$ cat src/rtl/video_timing_measure.sv
// rtl/video_timing_measure.sv - sync/de geometry analyser with per-frame publish and lock detection
module video_timing_measure #(
    parameter int CNT_W       = 16,
    parameter int LOCK_FRAMES = 2
) (
    input  logic             clk,
    input  logic             rst_n,
    input  logic             en_i,
    input  logic             hpol_i,
    input  logic             hsync_i,
    input  logic             vsync_i,
    input  logic             de_i,
    output logic [CNT_W-1:0] htotal_o,
    output logic [CNT_W-1:0] hsw_o,
    output logic [CNT_W-1:0] hactive_o,
    output logic [CNT_W-1:0] vtotal_o,
    output logic [CNT_W-1:0] vsw_o,
    output logic [CNT_W-1:0] vactive_o,
    output logic             locked_o,
    output logic             frame_done_o,
    output logic             err_o
);

    typedef enum logic [1:0] {
        ST_IDLE,
        ST_SEARCH,
        ST_MEASURE,
        ST_LOCKED
    } state_t;

    localparam logic [CNT_W-1:0] CNT_MAX  = '1;
    localparam logic [CNT_W-1:0] CNT_ZERO = '0;
    localparam logic [CNT_W-1:0] CNT_ONE  = {{(CNT_W-1){1'b0}}, 1'b1};
    localparam logic [3:0]       LOCK_N   = LOCK_FRAMES[3:0];

    function automatic logic [CNT_W-1:0] sat_inc(input logic [CNT_W-1:0] v);
        return (v == CNT_MAX) ? v : v + CNT_ONE;
    endfunction

    state_t state;

    logic hs, vs, de, hs_d, vs_d;
    logic hs_edge, vs_edge, watchdog;

    logic [CNT_W-1:0] pix_cnt, hsw_cnt, de_cnt;
    logic [CNT_W-1:0] htotal_line, hsw_line;
    logic [CNT_W-1:0] line_cnt, vsw_cnt, vact_cnt, hact_frame;
    logic             hact_seen, frame_bad;
    logic [3:0]       match_cnt;

    logic [CNT_W-1:0] htot_nxt, hsw_nxt, hact_nxt, line_nxt, vsw_nxt, vact_nxt;
    logic             seen_nxt, bad_nxt, tuple_eq;
    logic [3:0]       match_new;

    // Syncs are normalised so that 1 always means "asserted"
    always_ff @(posedge clk or negedge rst_n) begin
        if (!rst_n) begin
            hs   <= 1'b0;
            vs   <= 1'b0;
            de   <= 1'b0;
            hs_d <= 1'b0;
            vs_d <= 1'b0;
        end else begin
            hs   <= hsync_i ^ ~hpol_i;
            vs   <= vsync_i ^ ~hpol_i;
            de   <= de_i;
            hs_d <= hs;
            vs_d <= vs;
        end
    end

    assign hs_edge  = hs & ~hs_d;
    assign vs_edge  = vs & ~vs_d;
    assign watchdog = (pix_cnt == CNT_MAX) && !hs_edge;

    // Line close folded in combinationally so a coincident frame close sees it
    always_comb begin
        htot_nxt = htotal_line;
        hsw_nxt  = hsw_line;
        line_nxt = line_cnt;
        vsw_nxt  = vsw_cnt;
        vact_nxt = vact_cnt;
        hact_nxt = hact_frame;
        seen_nxt = hact_seen;
        bad_nxt  = frame_bad;
        if (hs_edge) begin
            htot_nxt = pix_cnt;
            hsw_nxt  = hsw_cnt;
            line_nxt = sat_inc(line_cnt);
            if (vs) begin
                vsw_nxt = sat_inc(vsw_cnt);
            end
            if (de_cnt != CNT_ZERO) begin
                vact_nxt = sat_inc(vact_cnt);
                hact_nxt = de_cnt;
                seen_nxt = 1'b1;
                if (hact_seen && (de_cnt != hact_frame)) begin
                    bad_nxt = 1'b1;
                end
            end
        end
    end

    assign tuple_eq = (htot_nxt == htotal_o) && (hsw_nxt == hsw_o) &&
                      (hact_nxt == hactive_o) && (line_nxt == vtotal_o) &&
                      (vsw_nxt == vsw_o) && (vact_nxt == vactive_o);

    // Cleared outputs start match_cnt at 0, so the first publish lands on 1 either way
    assign match_new = bad_nxt  ? 4'd0 :
                       tuple_eq ? ((match_cnt == 4'hf) ? 4'hf : match_cnt + 4'd1) :
                                  4'd1;

    always_ff @(posedge clk or negedge rst_n) begin
        if (!rst_n) begin
            pix_cnt     <= CNT_ZERO;
            hsw_cnt     <= CNT_ZERO;
            de_cnt      <= CNT_ZERO;
            htotal_line <= CNT_ZERO;
            hsw_line    <= CNT_ZERO;
        end else if (!en_i || state == ST_IDLE) begin
            pix_cnt     <= CNT_ZERO;
            hsw_cnt     <= CNT_ZERO;
            de_cnt      <= CNT_ZERO;
            htotal_line <= CNT_ZERO;
            hsw_line    <= CNT_ZERO;
        end else begin
            htotal_line <= htot_nxt;
            hsw_line    <= hsw_nxt;
            if (hs_edge) begin
                pix_cnt <= CNT_ONE;
                hsw_cnt <= CNT_ONE;
                de_cnt  <= de ? CNT_ONE : CNT_ZERO;
            end else begin
                pix_cnt <= sat_inc(pix_cnt);
                if (hs) begin
                    hsw_cnt <= sat_inc(hsw_cnt);
                end
                if (de) begin
                    de_cnt <= sat_inc(de_cnt);
                end
            end
        end
    end

    always_ff @(posedge clk or negedge rst_n) begin
        if (!rst_n) begin
            state        <= ST_IDLE;
            line_cnt     <= CNT_ZERO;
            vsw_cnt      <= CNT_ZERO;
            vact_cnt     <= CNT_ZERO;
            hact_frame   <= CNT_ZERO;
            hact_seen    <= 1'b0;
            frame_bad    <= 1'b0;
            match_cnt    <= 4'd0;
            htotal_o     <= CNT_ZERO;
            hsw_o        <= CNT_ZERO;
            hactive_o    <= CNT_ZERO;
            vtotal_o     <= CNT_ZERO;
            vsw_o        <= CNT_ZERO;
            vactive_o    <= CNT_ZERO;
            locked_o     <= 1'b0;
            frame_done_o <= 1'b0;
            err_o        <= 1'b0;
        end else if (!en_i) begin
            state        <= ST_IDLE;
            line_cnt     <= CNT_ZERO;
            vsw_cnt      <= CNT_ZERO;
            vact_cnt     <= CNT_ZERO;
            hact_frame   <= CNT_ZERO;
            hact_seen    <= 1'b0;
            frame_bad    <= 1'b0;
            match_cnt    <= 4'd0;
            htotal_o     <= CNT_ZERO;
            hsw_o        <= CNT_ZERO;
            hactive_o    <= CNT_ZERO;
            vtotal_o     <= CNT_ZERO;
            vsw_o        <= CNT_ZERO;
            vactive_o    <= CNT_ZERO;
            locked_o     <= 1'b0;
            frame_done_o <= 1'b0;
            err_o        <= 1'b0;
        end else begin
            frame_done_o <= 1'b0;
            err_o        <= 1'b0;

            if (state == ST_IDLE || vs_edge) begin
                line_cnt   <= CNT_ZERO;
                vsw_cnt    <= CNT_ZERO;
                vact_cnt   <= CNT_ZERO;
                hact_frame <= CNT_ZERO;
                hact_seen  <= 1'b0;
                frame_bad  <= 1'b0;
            end else begin
                line_cnt   <= line_nxt;
                vsw_cnt    <= vsw_nxt;
                vact_cnt   <= vact_nxt;
                hact_frame <= hact_nxt;
                hact_seen  <= seen_nxt;
                frame_bad  <= bad_nxt;
            end

            case (state)
                ST_IDLE: begin
                    state <= ST_SEARCH;
                end
                ST_SEARCH: begin
                    if (vs_edge) begin
                        state <= ST_MEASURE;
                    end
                end
                ST_MEASURE, ST_LOCKED: begin
                    if (watchdog) begin
                        // Lost hsync: results from the last good frame stay visible
                        state     <= ST_SEARCH;
                        locked_o  <= 1'b0;
                        err_o     <= 1'b1;
                        match_cnt <= 4'd0;
                    end else if (vs_edge) begin
                        htotal_o     <= htot_nxt;
                        hsw_o        <= hsw_nxt;
                        hactive_o    <= hact_nxt;
                        vtotal_o     <= line_nxt;
                        vsw_o        <= vsw_nxt;
                        vactive_o    <= vact_nxt;
                        frame_done_o <= 1'b1;
                        match_cnt    <= match_new;
                        if (state == ST_MEASURE) begin
                            if (match_new == LOCK_N) begin
                                state    <= ST_LOCKED;
                                locked_o <= 1'b1;
                            end
                        end else if (bad_nxt || !tuple_eq) begin
                            state    <= ST_MEASURE;
                            locked_o <= 1'b0;
                            err_o    <= 1'b1;
                        end
                    end
                end
                default: begin
                    state <= ST_IDLE;
                end
            endcase
        end
    end

endmodule

$ cat config.mk
export PLATFORM = sky130hd
export DESIGN_NAME = video_timing_measure
export DESIGN_NICKNAME = d
export VERILOG_FILES = /design/src/rtl/video_timing_measure.sv
export SDC_FILE = /design/constraint.sdc
export NUM_CORES = 1
export LEC_CHECK = 0
export BUFFER_PORTS_ARGS = -buffer_cell sky130_fd_sc_hd__buf_2
export CORE_MARGIN = 2
export CORE_UTILIZATION = 30
export CTS_BUF_LIST = sky130_fd_sc_hd__clkbuf_8 sky130_fd_sc_hd__clkbuf_16
export DETAILED_ROUTE_END_ITERATION = 12
export GPL_ROUTABILITY_DRIVEN = 0
export GPL_TIMING_DRIVEN = 0
export HOLD_SLACK_MARGIN = 0.02
export PLACE_DENSITY = 0.46
export RECOVER_POWER = 25
export SLEW_MARGIN = 15
export SYNTH_ARGS = -nofsm -noshare
export SYNTH_HDL_FRONTEND = slang
export SYNTH_SLANG_ARGS = --single-unit
$ cat constraint.sdc
create_clock -name clk -period 5.5 [get_ports clk]
set_input_delay 0 -clock clk [delete_from_list [all_inputs] [get_ports clk]]
set_output_delay 0 -clock clk [all_outputs]
set_load 0.005 [all_outputs]
# Yosys cells after proc, flatten, opt, wreduce, memory -nomap -nowiden
# Cells that the tools add are included.
[classes]
addsub = 7
mul = 0
div_mod_pow = 0
magnitude_cmp = 0
n_eq_ne = 33
n_shift = 0
mux = 99
n_bitwise = 7
n_reduce_logical = 25
[op_table]
columns = ["op", "count"]
rows = [
  ["16-bit 2-to-1 mux", 57],
  ["16-bit by 1-bit adder with 16-bit output (second input constant)", 6],
  ["16-bit == test", 6],
  ["16-bit == test (second input constant)", 6],
  ["4-bit 2-to-1 mux", 7],
  ["1-bit 2-to-1 mux", 27],
  ["16-bit inequality test", 1],
  ["16-bit nonzero test", 1],
  ["2-bit 2-to-1 mux", 7],
  ["5-bit inequality test (second input constant)", 2],
  ["3-bit by 1-bit inequality test with 1-bit output (second input constant)", 3],
  ["3-bit inequality test (second input constant)", 3],
  ["2-bit AND reduction", 4],
  ["4-bit AND reduction", 2],
  ["1-bit logical AND", 7],
  ["2-bit one-hot mux with 3 select lines", 1],
  ["3-bit nonzero test", 2],
  ["4-bit by 1-bit adder with 4-bit output (second input constant)", 1],
  ["2-bit == test (second input constant)", 2],
  ["4-bit by 2-bit == test with 1-bit output (second input constant)", 1],
  ["4-bit == test (second input constant)", 1],
  ["2-bit by 1-bit inequality test with 1-bit output (second input constant)", 2],
  ["4-bit by 1-bit inequality test with 1-bit output (second input constant)", 1],
  ["4-bit by 3-bit inequality test with 1-bit output (second input constant)", 1],
  ["12 further kinds", 20],
]
[word_totals]
ff_bits = 256
latchBits = 0
ram_bits = 0
romBits = 0
in_bits = 7
out_inout_bits = 99
word_cells = 198
n_memories = 0

# Longest topological paths before layout
[depth]
word_depth = 18
ltp_mapped = 15
ltp_nobuf = 12

# Worst setup path after synthesis
# No wires, ideal clock.
[synth_timing]
path_kind = "register to register"
startpoint = "register de_cnt[7]"
endpoint = "register err_o"
setup_time_ns = 0.122
t_arrival_ns = 3.657
t_required_ns = 5.378
path_slack_ns = 1.721
stages_incl_launch_ff = 14
n_path_buf = 3
synth_period_minus_slack_ns = 3.779
cell_sequence = "dfrtp_1 buf_6 or4_4 or4_4 buf_6 nand2_8 buf_4 mux2i_1 xnor2_1 nor3_1 nand4_1 nor4_1 nand3_2 a32o_1"
[synth_between]
elab_chain_len = 16
elab_cells_between_ends = 24
classes_between = "eq/ne: 3; mux: 13; reduce/logical: 8"
[synth_lines]
columns = ["item", "line", "rtl"]
rows = [
  ["start, declared", "45", "logic [CNT_W-1:0] pix_cnt, hsw_cnt, de_cnt;"],
  ["start signal, assigned", "132", "de_cnt <= de ? CNT_ONE : CNT_ZERO;"],
  ["start signal, assigned", "139", "de_cnt <= sat_inc(de_cnt);"],
  ["16-bit nonzero test", "93", "if (de_cnt != CNT_ZERO) begin"],
  ["16-bit 2-to-1 mux", "93", ""],
  ["16-bit 2-to-1 mux", "86", "if (hs_edge) begin"],
  ["16-bit == test", "105", "(hact_nxt == hactive_o) && (line_nxt == vtotal_o) &&"],
  ["1-bit logical AND", "104", "assign tuple_eq = (htot_nxt == htotal_o) && (hsw_nxt == hsw_o) &&"],
  ["1-bit logical AND (2 in series)", "105", ""],
  ["1-bit logical AND", "106", "(vsw_nxt == vsw_o) && (vact_nxt == vactive_o);"],
  ["1-bit zero test", "232", "end else if (bad_nxt || !tuple_eq) begin"],
  ["1-bit logical OR (*)", "232", ""],
  ["1-bit 2-to-1 mux (*)", "232", ""],
  ["1-bit 2-to-1 mux (*)", "227", "if (state == ST_MEASURE) begin"],
  ["1-bit 2-to-1 mux (*)", "218", "end else if (vs_edge) begin"],
  ["1-bit 2-to-1 mux (*)", "212", "if (watchdog) begin"],
  ["1-bit 2-to-1 mux (*)", "202", "case (state)"],
  ["1-bit 2-to-1 mux (*)", "164", "end else if (!en_i) begin"],
  ["end signal, assigned", "163", "err_o <= 1'b0;"],
  ["end signal, assigned", "181", "err_o <= 1'b0;"],
  ["end signal, assigned", "216", "err_o <= 1'b1;"],
  ["end, declared", "21", "output logic err_o"],
]
# Mark *: on every way between the ends. The rest lies on a longest branch, timed or not.
# A chain may end at the register's enable or synchronous reset.

# Worst setup path in the final report
[layout_timing]
startpoint = "register hs_d"
endpoint = "register err_o"
[layout_between]
elab_chain_len = 17
elab_cells_between_ends = 30
classes_between = "eq/ne: 6; mux: 13; bitwise: 2; reduce/logical: 9"
[layout_lines]
columns = ["item", "line", "rtl"]
rows = [
  ["start, declared", "42", "logic hs, vs, de, hs_d, vs_d;"],
  ["start signal, assigned", "67", "hs_d <= hs;"],
  ["1-bit inverter (*)", "72", "assign hs_edge = hs & ~hs_d;"],
  ["1-bit bitwise AND (*)", "72", ""],
  ["16-bit 2-to-1 mux", "86", ""],
  ["16-bit == test", "104", ""],
  ["1-bit logical AND (2 in series)", "104", ""],
  ["1-bit logical AND (2 in series)", "105", ""],
  ["1-bit logical AND", "106", ""],
  ["1-bit zero test", "232", ""],
  ["1-bit logical OR", "232", ""],
  ["1-bit 2-to-1 mux", "232", ""],
  ["1-bit 2-to-1 mux", "227", ""],
  ["1-bit 2-to-1 mux", "218", ""],
  ["1-bit 2-to-1 mux (*)", "212", ""],
  ["1-bit 2-to-1 mux (*)", "202", ""],
  ["1-bit 2-to-1 mux (*)", "164", ""],
]
# Marks and branches as above.

==> summary.txt <==
Layout
  • N_diodes: 0
  • Share of layout cells above drive strength 1: 11.1%
  • Area Growth Syn to Fin: 17.4%
  • Final cell count without fillers: 2343
  • Most frequent cells in the layout: nor2_1, dfrtp_1, buf_2
  • Layout filler cell count: 4938
  • Final core occ: 35.8%
  • Nets: 1727
  • Commonest non-fill, non-tap cell in the layout: nor2_1

CTS
  • Post-CTS setup buffers: 0
  • CTS H-Tree Depth: 1
  • Clk sink count: 256
  • Maximum clock path buffer count: 3
  • Cts bufs inserted: 31
  • Root Buffer Master: clkbuf_16
  • CTS tree: yes
  • Clk slew on worst S/H paths: 0.06 ns
  • Latest clock arrival within the worst-skew pair: 0.60 ns

Setup path
  • R2R Path End: err_o
  • Cells on worst reg2reg path: 14
  • Startpoint types: register
  • Critical R2R Launch: hs_d
  • Critical path origin: hs_d
  • Critical Path Sink Type: register
  • Critical path, cell by cell: nand2b_1 > buf_2 > buf_2 > buf_4 > clkbuf_1 > mux2i_1 > xnor2_1 > nor4_1 > nand3_1 > nor4_1 > nand3_1 > nor4_2 > nand3_2 > a32o_1
  • Kind of critical path: register to register
  • Slowest stage cell, crit path: clkbuf_1
  • Arrival time at the worst endpoint: 5.68 ns
  • Required @ worst endpoint: 5.98 ns
  • CP max stage delay: 0.65 ns
  • Peak fanout along the critical path: 10
  • Reg2Reg Setup Slack: 0.30 ns

GRT
  • Initial antenna violation count: 0
  • Remaining Overflow, GRT: 0
  • Tot GR Track Use: 21.9%
  • Largest net degree at the start of global routing: 99
  • Vias in the first global route: 12300
  • First-pass GRT wire length: 81900 um

Logic synthesis
  • Yosys warning total: 0
  • Post-Synthesis Cells: 1561
  • Netlist cell types: 75
  • Asr flop ratio synth: 100%
  • Syn avg cell area: 9.10 sq um
  • Largest family of logic cells by synthesized area: simple AND/OR/NAND/NOR gates
  • Post-Synth Adder-Cell Area: 0.704%
  • Multiplexer area fraction after synthesis: 3.26%
  • Syn nets: 1576
  • Synthesized cell area: 14200 sq um
  • Post-synthesis xor/xnor area fraction: 10.5%
  • Share of the yosys chip area belonging to registers: 45.1%
  • Area share of and/or/nand/nor cells after synthesis: 22.5%
  • Main synth FF type: dfrtp_1
  • #FFs+latches synth: 256
  • Post-synth EDFFs: 0
  • Compound-gate portion of the synthesized area: 13.7%

Routing
  • Detailed-route via count: 12700
  • Via-to-Cell Ratio: 5.43
  • Routed len/inst: 23.2 um
  • DRC: 8
  • Routed wl met2: 24500 um
  • Post-route ant nets: 0
  • Initial DRT Pass Iterations: 9
  • Metal3 WL: 3080 um
  • Top routing layer in use: met4
  • Total Wirelength: 54400 um
  • Initial drt markers: 1209
  • Routed length on met1: 25500 um

Power
  • PwrDens: 273 nW/um^2
  • Pleak: 7.15 nW
  • Highest ir drop seen on vdd: 0.000240 V

Outcome
  • Failing checks: DRC, capacitance limit, slew limit
  • Status: finished, violations left

Die
  • Starting Density: 30.5%
  • Row count: 79
  • Core Footprint: 46700 sq um
  • Die Y-Extent: 222 um
  • Die ar.: 49100 sq um
  • Die boundary width: 222 um
  • Ports: 106

Placement
  • PortBufs: 105
  • DPL Wire Length: 40700 um
  • Place WS: 0.0926 ns
  • Placed insts: 2277

Timing
  • Fin Setup TNS: 0 ns
  • Fmax achieved: 0.192 GHz
  • Slack of the critical path: 0.303 ns
  • Worst-margin pin slew: 3.74 ns
  • Final setup violation count: 0
  • Final worst-path cycle share: 94.5%
  • Max_slew headroom: -150%
  • RSZ-0062 raised after global routing: false
  • Fin. max-slew vios: 204
  • Final Skew: 0.00976 ns
  • Min Tclk post-route: 5.20 ns
  • Hold Fails Final Rpt: 0

Run
  • Max-cap viol count: 3

Worst hold path
  • Hold Path Depth: 2
  • Hold WC Path Type: primary input to register
  • Hold Startpoint: de_i
  • Hold path endpoint: de
-- worst max path at each step --
stage / end / slack, ns / cells past startpoint
finish: err_o / 0.30 / 14
global route: err_o / 0.08 / 14
CTS: err_o / 0.07 / 14
detailed placement: err_o / 0.09 / 14
global placement: hactive_o[14] / -0.66 / 1
floorplan: err_o / 1.72 / 13
-- cell type report --
| type | instances | area [sq um] | share of cell area (%) |
|---|---|---|---|
| buffer | 96 | 410 | 2.46 |
| inverter | 50 | 188 | 1.12 |
| clock buffer | 39 | 886 | 5.31 |
| multi-input combinational | 1159 | 7220 | 43.3 |
| clock inverter | 18 | 158 | 0.945 |
| timing repair buffer | 118 | 656 | 3.93 |
| sequential | 256 | 6410 | 38.4 |
| tap | 607 | 759 | 4.55 |
-- cell families after synthesis --
kind of cell	count (synthesis)
and+or+nand+nor	647
AOI/OAI and AO/OA	289
DFF	256
xor gates and xnor gates	169
buffers and inverters	146
muxes	46
adders and majority gates	8
-- per-layer routing --
| metal | GRT usage, % | vias to the layer above |
|---|---|---|
| li1 | - | 5861 |
| met1 | 31.9 | 6359 |
| met2 | 34.5 | 429 |
| met3 | 2.85 | 74 |
| met4 | 5.23 | 0 |
| met5 | 0 | - |
-- cells in the mapped netlist (31+ instances only) --
| cell type | n | area [sq um] |
|---|---|---|
| o21ai_0 | 41 | 205 |
| a21oi_1 | 66 | 330 |
| nand2_1 | 67 | 251 |
| dfrtp_1 | 256 | 6410 |
| mux2i_1 | 44 | 440 |
| nand4_1 | 40 | 250 |
| nor4_1 | 31 | 194 |
| clkbuf_1 | 72 | 270 |
| nand3_1 | 60 | 300 |
| xnor2_1 | 94 | 823 |
| nor2_1 | 293 | 1100 |
| a211oi_1 | 85 | 638 |
| inv_1 | 50 | 188 |
| xor2_1 | 74 | 648 |
-- per-stage QoR --
stage	power (mW)	cell area (sq um)	hold slack, ns
final	4.55	16700	0.0608
after global routing	4.72	16700	0.0673
after CTS	4.60	16700	0.0416
after detailed placement	2.46	15600	-0.110
after global placement	2.45	15500	0.122
after floorplan	2.22	14200	-0.296
-- critical path, delay by kind of cell (launching register included) --
family,cells,cell delay [ns]
simple gates,7,2.00
compound gates,1,0.27
flops,1,0.60
mux,1,0.43
xor+xnor,1,0.18
buf+inv,4,1.60
-- timing repair --
item,CTS,global route
hold buffers,9,0
endpoints found under the hold margin,209,0
resized for setup,0,1
endpoints found under the setup margin,0,7
-- report_power, final --
group          total (mW)  internal [mW]  switching [mW]
sequential           1.96           1.91          0.0466
combinational       0.469          0.143           0.325
clock                2.12           1.26           0.858
total                4.55           3.32            1.23
Power figures use the tool's default switching activity.
